--- src/rtl/wifi_interleaver_ctrl_pkg.sv ---
// ---------------------------------------------------------------------------
// wifi_intlv_pkg
// Shared definitions for the 802.11a interleaver FIFO sequencer:
//   - FSM state encoding (IDLE / FILL / DRAIN)
//   - per-modulation N_BPSC / N_CBPS lookup constants and helpers
//   - N_CBPS_MAX, the largest symbol size the FIFO must hold
// No ports; imported by wifi_interleaver_ctrl and wifi_intlv_addr_gen.
// ---------------------------------------------------------------------------
package wifi_intlv_pkg;

  typedef enum logic [1:0] {
    IDLE  = 2'd0,
    FILL  = 2'd1,
    DRAIN = 2'd2
  } state_t;

  localparam int N_BPSC_BPSK  = 1;
  localparam int N_BPSC_QPSK  = 2;
  localparam int N_BPSC_16QAM = 4;
  localparam int N_BPSC_64QAM = 6;

  localparam int N_CBPS_MAX   = 288;
  localparam int N_CBPS_BPSK  = 48;
  localparam int N_CBPS_QPSK  = 96;
  localparam int N_CBPS_16QAM = 192;
  localparam int N_CBPS_64QAM = N_CBPS_MAX;

  // Coded bits per subcarrier.
  function automatic logic [2:0] n_bpsc(input logic [1:0] m);
    case (m)
      2'b00:   return 3'(N_BPSC_BPSK);
      2'b01:   return 3'(N_BPSC_QPSK);
      2'b10:   return 3'(N_BPSC_16QAM);
      default: return 3'(N_BPSC_64QAM);
    endcase
  endfunction

  // Coded bits per OFDM symbol.
  function automatic logic [8:0] n_cbps(input logic [1:0] m);
    case (m)
      2'b00:   return 9'(N_CBPS_BPSK);
      2'b01:   return 9'(N_CBPS_QPSK);
      2'b10:   return 9'(N_CBPS_16QAM);
      default: return 9'(N_CBPS_64QAM);
    endcase
  endfunction

  // Number of columns of the 16-row interleaver matrix (N_CBPS/16).
  function automatic logic [4:0] n_col(input logic [1:0] m);
    logic [8:0] n;
    n = n_cbps(m) >> 4;
    return n[4:0];
  endfunction

  // s = max(N_BPSC/2, 1)
  function automatic logic [1:0] s_of(input logic [1:0] m);
    logic [2:0] h;
    h = n_bpsc(m) >> 1;
    return (h == 3'd0) ? 2'd1 : h[1:0];
  endfunction

  // Reduce v modulo s, valid for 0 <= v < 2*s.
  function automatic logic [1:0] mod_wrap(input logic [2:0] v, input logic [1:0] s);
    logic [2:0] r;
    r = (v >= {1'b0, s}) ? (v - {1'b0, s}) : v;
    return r[1:0];
  endfunction

endpackage

--- src/rtl/wifi_interleaver_ctrl_if.sv ---
// ---------------------------------------------------------------------------
// wifi_interleaver_ctrl_if
// Handshake / FIFO-control bundle of the interleaver sequencer.
//   mod[1:0]            modulation, sampled at block start
//   dir                 (WIFI_INTLV_DEINT_EN only) 1 = RX deinterleave
//   in_valid / in_ready coded-bit input handshake
//   fifo_we             FIFO write enable
//   fifo_re             FIFO read enable
//   fifo_reset_enable   clears the FIFO write pointer
//   fifo_read_address   permuted FIFO read address
//   out_valid/out_ready interleaved-bit output handshake
//   block_done          pulse on acceptance of the last bit of a block
// Modports: slave = controller side, master = environment side.
// ---------------------------------------------------------------------------
interface wifi_interleaver_ctrl_if #(
  parameter int AD = 9
);
  logic [1:0]    mod;
`ifdef WIFI_INTLV_DEINT_EN
  logic          dir;
`endif
  logic          in_valid;
  logic          in_ready;
  logic          fifo_we;
  logic          fifo_re;
  logic          fifo_reset_enable;
  logic [AD-1:0] fifo_read_address;
  logic          out_valid;
  logic          out_ready;
  logic          block_done;

  modport slave (
    input  mod,
`ifdef WIFI_INTLV_DEINT_EN
    input  dir,
`endif
    input  in_valid,
    input  out_ready,
    output in_ready,
    output fifo_we,
    output fifo_re,
    output fifo_reset_enable,
    output fifo_read_address,
    output out_valid,
    output block_done
  );

  modport master (
    output mod,
`ifdef WIFI_INTLV_DEINT_EN
    output dir,
`endif
    output in_valid,
    output out_ready,
    input  in_ready,
    input  fifo_we,
    input  fifo_re,
    input  fifo_reset_enable,
    input  fifo_read_address,
    input  out_valid,
    input  block_done
  );
endinterface

--- src/rtl/wifi_interleaver_ctrl_addr_gen.sv ---
// ---------------------------------------------------------------------------
// wifi_intlv_addr_gen
// Produces the FIFO read address for output index j without dividers.
// Ports:
//   clk, reset (async, active-low)
//   start     zero all counters (block start)
//   advance   step to the next output index j
//   lat_mod   latched modulation of the current block
//   dir       (WIFI_INTLV_DEINT_EN only) 1 = forward permutation (RX)
//   fifo_read_address  address for the current j (combinational from counters)
// Macro WIFI_INTLV_DEINT_EN adds the RX permutation.
//
// TX: j is walked as (row r, column c) with j = r*N/16 + c. Because N/16 is a
// multiple of s, an s-aligned group never crosses a row, so floor(16*i/N) = r
// and the read address collapses to 16*(c - c%s + (c%s + r%s)%s) + r.
// RX: j is walked as (m = j%16, q = j/16); k' = (N/16)*m + q, floor(16k'/N) = m
// and N%s = 0, so addr = k' - q%s + (q%s - m%s) mod s.
// ---------------------------------------------------------------------------
module wifi_intlv_addr_gen
  import wifi_intlv_pkg::*;
#(
  parameter int AD = 9
) (
  input  logic          clk,
  input  logic          reset,
  input  logic          start,
  input  logic          advance,
  input  logic [1:0]    lat_mod,
`ifdef WIFI_INTLV_DEINT_EN
  input  logic          dir,
`endif
  output logic [AD-1:0] fifo_read_address
);

  logic [4:0] ncol;
  logic [1:0] s;

  // inner = fastest-moving index (TX: column c, RX: m); outer = slower one
  logic [4:0] inner_q, outer_q;
  logic [1:0] inner_m_q, outer_m_q;   // inner/outer modulo s
  logic       inner_last;

  logic [1:0]    tx_sum;
  logic [4:0]    tx_col;
  logic [AD-1:0] addr_tx;

  assign ncol = n_col(lat_mod);
  assign s    = s_of(lat_mod);

`ifdef WIFI_INTLV_DEINT_EN
  logic [AD-1:0] base_q;              // (N/16)*m, accumulated in RX
  logic [1:0]    rx_off;
  logic [AD-1:0] addr_rx;

  assign inner_last = dir ? (inner_q == 5'd15) : (inner_q == ncol - 5'd1);
`else
  assign inner_last = (inner_q == ncol - 5'd1);
`endif

  always_ff @(posedge clk or negedge reset) begin
    if (!reset) begin
      inner_q   <= '0;
      outer_q   <= '0;
      inner_m_q <= '0;
      outer_m_q <= '0;
`ifdef WIFI_INTLV_DEINT_EN
      base_q    <= '0;
`endif
    end else if (start) begin
      inner_q   <= '0;
      outer_q   <= '0;
      inner_m_q <= '0;
      outer_m_q <= '0;
`ifdef WIFI_INTLV_DEINT_EN
      base_q    <= '0;
`endif
    end else if (advance) begin
      if (inner_last) begin
        // inner wraps to 0, so its residue restarts at 0 even when 16 % s != 0
        inner_q   <= '0;
        inner_m_q <= '0;
        outer_q   <= outer_q + 5'd1;
        outer_m_q <= mod_wrap({1'b0, outer_m_q} + 3'd1, s);
`ifdef WIFI_INTLV_DEINT_EN
        base_q    <= '0;
`endif
      end else begin
        inner_q   <= inner_q + 5'd1;
        inner_m_q <= mod_wrap({1'b0, inner_m_q} + 3'd1, s);
`ifdef WIFI_INTLV_DEINT_EN
        base_q    <= base_q + AD'(ncol);
`endif
      end
    end
  end

  // TX: column index after the intra-group rotation, then 16*col + row
  assign tx_sum  = mod_wrap({1'b0, inner_m_q} + {1'b0, outer_m_q}, s);
  assign tx_col  = inner_q - {3'b000, inner_m_q} + {3'b000, tx_sum};
  assign addr_tx = AD'({tx_col, 4'b0000}) + AD'(outer_q);

`ifdef WIFI_INTLV_DEINT_EN
  // (q%s + s - m%s) stays within [1, 2s-1], so one conditional subtract suffices
  assign rx_off  = mod_wrap({1'b0, outer_m_q} + {1'b0, s} - {1'b0, inner_m_q}, s);
  assign addr_rx = base_q + AD'(outer_q) - AD'(outer_m_q) + AD'(rx_off);
  assign fifo_read_address = dir ? addr_rx : addr_tx;
`else
  assign fifo_read_address = addr_tx;
`endif

endmodule

--- src/rtl/wifi_interleaver_ctrl.sv ---
// ---------------------------------------------------------------------------
// wifi_interleaver_ctrl
// Sequencer for the 1-bit interleaver FIFO: fills one OFDM symbol of N_CBPS
// coded bits in arrival order, then drains it in 802.11a interleaved order by
// driving the FIFO read address. The bit itself bypasses this block.
// Ports:
//   clk    system clock, rising edge
//   reset  asynchronous active-low reset
//   bus    wifi_interleaver_ctrl_if.slave (mod, [dir], in_valid/in_ready,
//          fifo_we, fifo_re, fifo_reset_enable, fifo_read_address,
//          out_valid/out_ready, block_done)
// Parameter AD: FIFO address width, 2**AD >= 288.
// Macro WIFI_INTLV_DEINT_EN: adds dir (RX deinterleave).
// ---------------------------------------------------------------------------
module wifi_interleaver_ctrl
  import wifi_intlv_pkg::*;
#(
  parameter int AD = 9
) (
  input  logic                   clk,
  input  logic                   reset,
  wifi_interleaver_ctrl_if.slave bus
);

  state_t        state_q, state_d;
  logic [1:0]    lat_mod_q;
`ifdef WIFI_INTLV_DEINT_EN
  logic          lat_dir_q;
`endif
  logic [AD-1:0] wr_cnt_q, rd_cnt_q, acc_cnt_q;
  logic          in_ready_q;
  logic          out_valid_q;

  logic [AD-1:0] lat_n, last_idx;
  logic          accept_in, accept_out, start_blk;
  logic          fifo_re, last_out;

  assign lat_n      = AD'(n_cbps(lat_mod_q));
  assign last_idx   = lat_n - AD'(1);
  assign accept_in  = bus.in_valid & in_ready_q;
  assign accept_out = out_valid_q & bus.out_ready;
  assign start_blk  = (state_q == IDLE) & accept_in;

  always_ff @(posedge clk or negedge reset) begin
    if (!reset) state_q <= IDLE;
    else        state_q <= state_d;
  end

  always_comb begin
    state_d  = state_q;
    fifo_re  = 1'b0;
    last_out = 1'b0;
    case (state_q)
      IDLE: begin
        if (accept_in) state_d = FILL;
      end
      FILL: begin
        if (accept_in && (wr_cnt_q == last_idx)) state_d = DRAIN;
      end
      DRAIN: begin
        // read only when the output register is empty or being emptied
        fifo_re  = (rd_cnt_q < lat_n) && (!out_valid_q || bus.out_ready);
        last_out = accept_out && (acc_cnt_q == last_idx);
        if (last_out) state_d = IDLE;
      end
      default: state_d = IDLE;
    endcase
  end

  always_ff @(posedge clk or negedge reset) begin
    if (!reset) begin
      lat_mod_q   <= 2'b00;
`ifdef WIFI_INTLV_DEINT_EN
      lat_dir_q   <= 1'b0;
`endif
      wr_cnt_q    <= '0;
      rd_cnt_q    <= '0;
      acc_cnt_q   <= '0;
      in_ready_q  <= 1'b0;
      out_valid_q <= 1'b0;
    end else begin
      // registered so that in_ready is 0 while reset is held and for the
      // first cycle after; it then follows "not draining"
      in_ready_q <= (state_d != DRAIN);

      if (start_blk) begin
        lat_mod_q <= bus.mod;
`ifdef WIFI_INTLV_DEINT_EN
        lat_dir_q <= bus.dir;
`endif
        wr_cnt_q  <= AD'(1);
        rd_cnt_q  <= '0;
        acc_cnt_q <= '0;
      end else if ((state_q == FILL) && accept_in) begin
        wr_cnt_q <= wr_cnt_q + AD'(1);
      end

      if (fifo_re)    rd_cnt_q  <= rd_cnt_q + AD'(1);
      if ((state_q == DRAIN) && accept_out) acc_cnt_q <= acc_cnt_q + AD'(1);

      if (last_out) begin
        wr_cnt_q  <= '0;
        rd_cnt_q  <= '0;
        acc_cnt_q <= '0;
      end

      if (fifo_re)            out_valid_q <= 1'b1;
      else if (bus.out_ready) out_valid_q <= 1'b0;
    end
  end

  wifi_intlv_addr_gen #(
    .AD(AD)
  ) u_addr_gen (
    .clk               (clk),
    .reset             (reset),
    .start             (start_blk),
    .advance           (fifo_re),
    .lat_mod           (lat_mod_q),
`ifdef WIFI_INTLV_DEINT_EN
    .dir               (lat_dir_q),
`endif
    .fifo_read_address (bus.fifo_read_address)
  );

  assign bus.in_ready          = in_ready_q;
  assign bus.fifo_we           = accept_in;
  assign bus.fifo_re           = fifo_re;
  assign bus.out_valid         = out_valid_q;
  assign bus.block_done        = last_out;
  assign bus.fifo_reset_enable = last_out;

endmodule

--- src/flat_wrapper.sv ---
// flat-port wrapper written by rule: the top's interface ports become plain ports
module wifi_interleaver_ctrl_flat import wifi_intlv_pkg::*;
#(
  parameter int AD = 9
)
  (clk, reset, bus_mod, bus_in_valid, bus_out_ready, bus_in_ready, bus_fifo_we, bus_fifo_re, bus_fifo_reset_enable, bus_fifo_read_address, bus_out_valid, bus_block_done);
  wifi_interleaver_ctrl_if #(.AD(AD)) bus_i ();
  input  logic clk;
  input  logic reset;
  input wire logic [$bits(bus_i.mod)-1:0] bus_mod;
  input wire logic [$bits(bus_i.in_valid)-1:0] bus_in_valid;
  input wire logic [$bits(bus_i.out_ready)-1:0] bus_out_ready;
  output wire logic [$bits(bus_i.in_ready)-1:0] bus_in_ready;
  output wire logic [$bits(bus_i.fifo_we)-1:0] bus_fifo_we;
  output wire logic [$bits(bus_i.fifo_re)-1:0] bus_fifo_re;
  output wire logic [$bits(bus_i.fifo_reset_enable)-1:0] bus_fifo_reset_enable;
  output wire logic [$bits(bus_i.fifo_read_address)-1:0] bus_fifo_read_address;
  output wire logic [$bits(bus_i.out_valid)-1:0] bus_out_valid;
  output wire logic [$bits(bus_i.block_done)-1:0] bus_block_done;
  assign bus_i.mod = bus_mod;
  assign bus_i.in_valid = bus_in_valid;
  assign bus_i.out_ready = bus_out_ready;
  assign bus_in_ready = bus_i.in_ready;
  assign bus_fifo_we = bus_i.fifo_we;
  assign bus_fifo_re = bus_i.fifo_re;
  assign bus_fifo_reset_enable = bus_i.fifo_reset_enable;
  assign bus_fifo_read_address = bus_i.fifo_read_address;
  assign bus_out_valid = bus_i.out_valid;
  assign bus_block_done = bus_i.block_done;
  wifi_interleaver_ctrl #(.AD(AD)) u_core (.clk(clk), .reset(reset), .bus(bus_i));
endmodule
--- config.mk ---
export PLATFORM = sky130hd
export DESIGN_NAME = wifi_interleaver_ctrl_flat
export DESIGN_NICKNAME = d
export VERILOG_FILES = /design/src/rtl/wifi_interleaver_ctrl_pkg.sv /design/src/rtl/wifi_interleaver_ctrl_if.sv /design/src/rtl/wifi_interleaver_ctrl_addr_gen.sv /design/src/rtl/wifi_interleaver_ctrl.sv /design/src/flat_wrapper.sv
export SDC_FILE = /design/constraint.sdc
export NUM_CORES = 1
export LEC_CHECK = 0
export BUFFER_PORTS_ARGS = -buffer_cell sky130_fd_sc_hd__buf_2
export CAP_MARGIN = 20
export CORE_MARGIN = 3
export CORE_UTILIZATION = 30
export CTS_CLUSTER_DIAMETER = 80
export CTS_CLUSTER_SIZE = 20
export DETAILED_ROUTE_END_ITERATION = 8
export PLACE_DENSITY_LB_ADDON = 0.05
export SYNTH_ARGS = -nofsm -noshare
export SYNTH_HDL_FRONTEND = slang
export SYNTH_SLANG_ARGS = --single-unit
--- constraint.sdc ---
create_clock -name clk -period 4.3 [get_ports clk]
set_input_delay 0.215 -clock clk [delete_from_list [all_inputs] [get_ports clk]]
set_output_delay 0.215 -clock clk [all_outputs]
set_load 0.02 [all_outputs]
==> key figures <==
Status
  – Status: finished clean

Setup path
  – Stages on worst setup path: 14
  – FF-to-FF path depth: 10
  – CP max FO: 4
  – Crit-path leading delay family: adder cells
  – CP Capture Type: output port
  – CP Data Arrival Time: just under 4 ns
  – WP data required: 4.09 ns
  – CP Cell Sequence: ha_1, fa_1, ha_4, or3b_2, nand3_2, fa_1, inv_2, ha_1, a21o_1, a21oi_2, xnor2_2, nand3_1, xnor2_1, buf_4
  – CP Launch Type: register
  – Critical path class: register to output port
  – CP max-delay cell: fa_1
  – Worst Path Buf+Inv: 2
  – CP max stage delay: between 0.5 and 0.6 ns

Routing
  – DR vias: roughly 2400
  – Detail Route Antenna Nets: 0
  – Pre-antenna DRT Iters: 4
  – Vias/cell: between 4 and 5
  – Post-Route WL: 7310 µm
  – Starting DRT DRC Count: 83
  – Residual DRC: 0
  – DR WL/cell: roughly 15 µm

STA
  – Max Clock Freq: between 200 and 250 MHz
  – Hold Vio Cnt, Final: 0
  – Slack of the critical path: ~0.18 ns
  – Tmin final: just over 4 ns
  – Final setup vio count: 0
  – Final worst path period share: ~96%
  – Relative slew margins: a little over two fifths
  – Least-Margin Pin Slew: 0.852 ns
  – Setup TNS: 0 ns
  – Clk_skew: just under 0.004 ns
  – Final max-slew violation count: 0
  – Hold Slack: ~0.0066 ns

Yosys
  – FFs w/ async S/R, synth: 100%
  – Post-synth top cells: dfrtp_1, ha_1, nand2_1, a21oi_1, inv_1
  – Area share of the largest cell type after synthesis: 36.2%
  – Number of synthesized flops with an enable pin: 0
  – Top post-synthesis cells by area: dfrtp_1, ha_1, xor2_1
  – Mapped Nets: between 300 and 400
  – Synth area leader: dfrtp_1
  – Gate Count Post-Synth: approximately 340
  – Top-count cell post-synth: dfrtp_1
  – Yosys warns: 0
  – Post-synthesis cell area: ~3300 µm²
  – Syn Area/Cell: between 9 and 10 µm²
  – Post-synthesis sequential area ratio: between 30% and 40%
  – Yosys reg bits: 47
  – Synth cell types: 46
  – Ys flop type: dfrtp_1

Placed design
  – GPL Wtd Cong: between 0.7 and 0.8
  – Dpl cells: a little under 500
  – DP Area: 3480 µm²
  – Post-DP HPWL: ~5300 µm
  – Post-place setup slack: 0.267 ns
  – Port Buffers: 20

Clock tree
  – Reg clk slew, reported paths: about 0.090 ns
  – Clock buffer depth: 2
  – Hold_buf cts: 0
  – Worst skew pair latency: 0.30 ns
  – Clk root buf: clkbuf_8
  – CTS tree: built
  – TritonCTS Sinks: 47
  – H-tree depth: 2
  – Total CTS buffers: 5

Global routing
  – Vias in the first global route: 2573
  – GRT overflow: 0
  – Largest net degree at the start of global routing: 48
  – Antenna violations before repair: 0
  – Total GRT Usage: 13.4%
  – Global-route wire length before repair: about 13000 µm

Floorplanning
  – Die X: between 100 and 150 µm
  – Full die area: between 10000 and 15000 µm²
  – Initial Utilization: between 30 and 40%
  – Core Region: 10400 µm²
  – I/O Pins: 21
  – Die extent in y: roughly 110 µm
  – Site row count: 37

Cells and area
  – Layout cells sized above 1: roughly 13%
  – Fin nets: 403
  – Area Growth Syn to Fin: 10.8%
  – Non-Filler Instances: roughly 500
  – Final instance area: 3600 µm²
  – # fillers: roughly 1100
  – # diodes: 0

Pwr
  – Leak pwr: ~1.8 nW
  – Maximum VDD drop: 0.390 mV
  – PwrDens: 566 nW/µm²

Job
  – Max Cap Viol: 0

Worst hold path
  – Hold WC Path Type: input port to asynchronous set/reset pin
[placed cells by master, fill, tap and decap left out, types with 5 or more instances in the layout]
| master | synthesis | final |
|---|---|---|
| and3_1 | 16 | 16 |
| mux2i_1 | 5 | 5 |
| a21oi_1 | 24 | 23 |
| nand2_1 | 26 | 26 |
| inv_1 | 20 | 19 |
| dfrtp_1 | 47 | 46 |
| nor3_1 | 10 | 10 |
| nor2_1 | 18 | 17 |
| clkbuf_8 | 0 | 5 |
| nand3_1 | 13 | 12 |
| fa_1 | 5 | 5 |
| xor2_1 | 17 | 17 |
| o21ai_0 | 14 | 14 |
| a31oi_1 | 9 | 9 |
| buf_2 | 4 | 19 |
| xnor2_1 | 15 | 14 |
| ha_1 | 30 | 29 |
| nand2b_1 | 9 | 9 |
| o211a_1 | 8 | 8 |
| buf_4 | 6 | 7 |
[per-layer routing]
| metal | up-vias | GRT usage (%) | wire length [µm] |
|---|---|---|---|
| li1 | 1246 | - | - |
| met4 | 0 | 3.43 | 85 |
| met1 | 1170 | 19.5 | 3910 |
| met2 | 25 | 20.8 | 3170 |
| met3 | 5 | 1.92 | 148 |
| met5 | - | 0 | 0 |
[registers in the layout, summed over array words and instances, names as in the netlist]
register	flops
u_core.wr_cnt_q	9
u_core.bus.out_valid	1
u_core.u_addr_gen.inner_q	5
u_core.u_addr_gen.inner_m_q	2
u_core.bus.in_ready	1
u_core.u_addr_gen.outer_q	5
u_core.state_q	2
u_core.u_addr_gen.outer_m_q	2
u_core.acc_cnt_q	9
u_core.lat_mod_q	2
u_core.rd_cnt_q	9
[where the power goes]
group          leakage, nW  switching, mW  internal (mW)
Clock               0.0422          0.156          0.115
Sequential           0.616         0.0750          0.495
Combinational         1.11          0.685          0.513
Total                 1.77          0.916           1.12
[worst paths after layout]
| kind | slack [ns] | endpoint | start |
|---|---|---|---|
| hold / removal | 0.007 | u_core.acc_cnt_q[3] | reset |
| min in group clk | 0.13 | u_core.lat_mod_q[1] | bus_mod[1] |
| hold reg to reg | 0.51 | u_core.acc_cnt_q[3] | u_core.acc_cnt_q[3] |
| setup reg to reg | 1.42 | u_core.u_addr_gen.inner_q[4] | u_core.lat_mod_q[0] |
| max in group asynchronous | 3.84 | u_core.u_addr_gen.outer_m_q[0] | reset |
| setup / recovery | 0.18 | bus_fifo_read_address[8] | u_core.u_addr_gen.outer_m_q[0] |
[cells by family after synthesis]
kind of cell	share of synthesized area, %
xor gates and xnor gates	8.62
adders and majority gates	14.6
and+or+nand+nor	18.4
muxes	1.89
buffers and inverters	4.77
AOI/OAI and AO/OA	15.5
DFF	36.2
[area by class of cell]
type | count | area, µm² | share of cell area, %
Clock buffer | 7 | 76.3 | 2.12
Sequential cell | 47 | 1180 | 32.7
Multi-Input combinational cell | 262 | 1950 | 54.2
Clock inverter | 1 | 5.00 | 0.139
Timing Repair Buffer | 26 | 148 | 4.10
Tap cell | 136 | 170 | 4.72
Inverter | 20 | 75.1 | 2.08
[per-stage QoR]
| step | utilization [%] | power, mW |
|---|---|---|
| floorplan | - | 1.46 |
| global placement | 33.4 | 1.72 |
| detailed placement | 33.4 | 1.73 |
| CTS | 34.3 | 2.01 |
| global route | 34.6 | 2.28 |
| finish | 34.6 | 2.04 |
[repair_timing]
action	4_1_cts	5_1_grt
endpoints found under the hold margin	0	0
buffers inserted	1	0
endpoints found under the setup margin	1	2
gates resized for setup	1	7
pin swaps	0	6
Note: power is estimated with default switching activity, not from simulation.
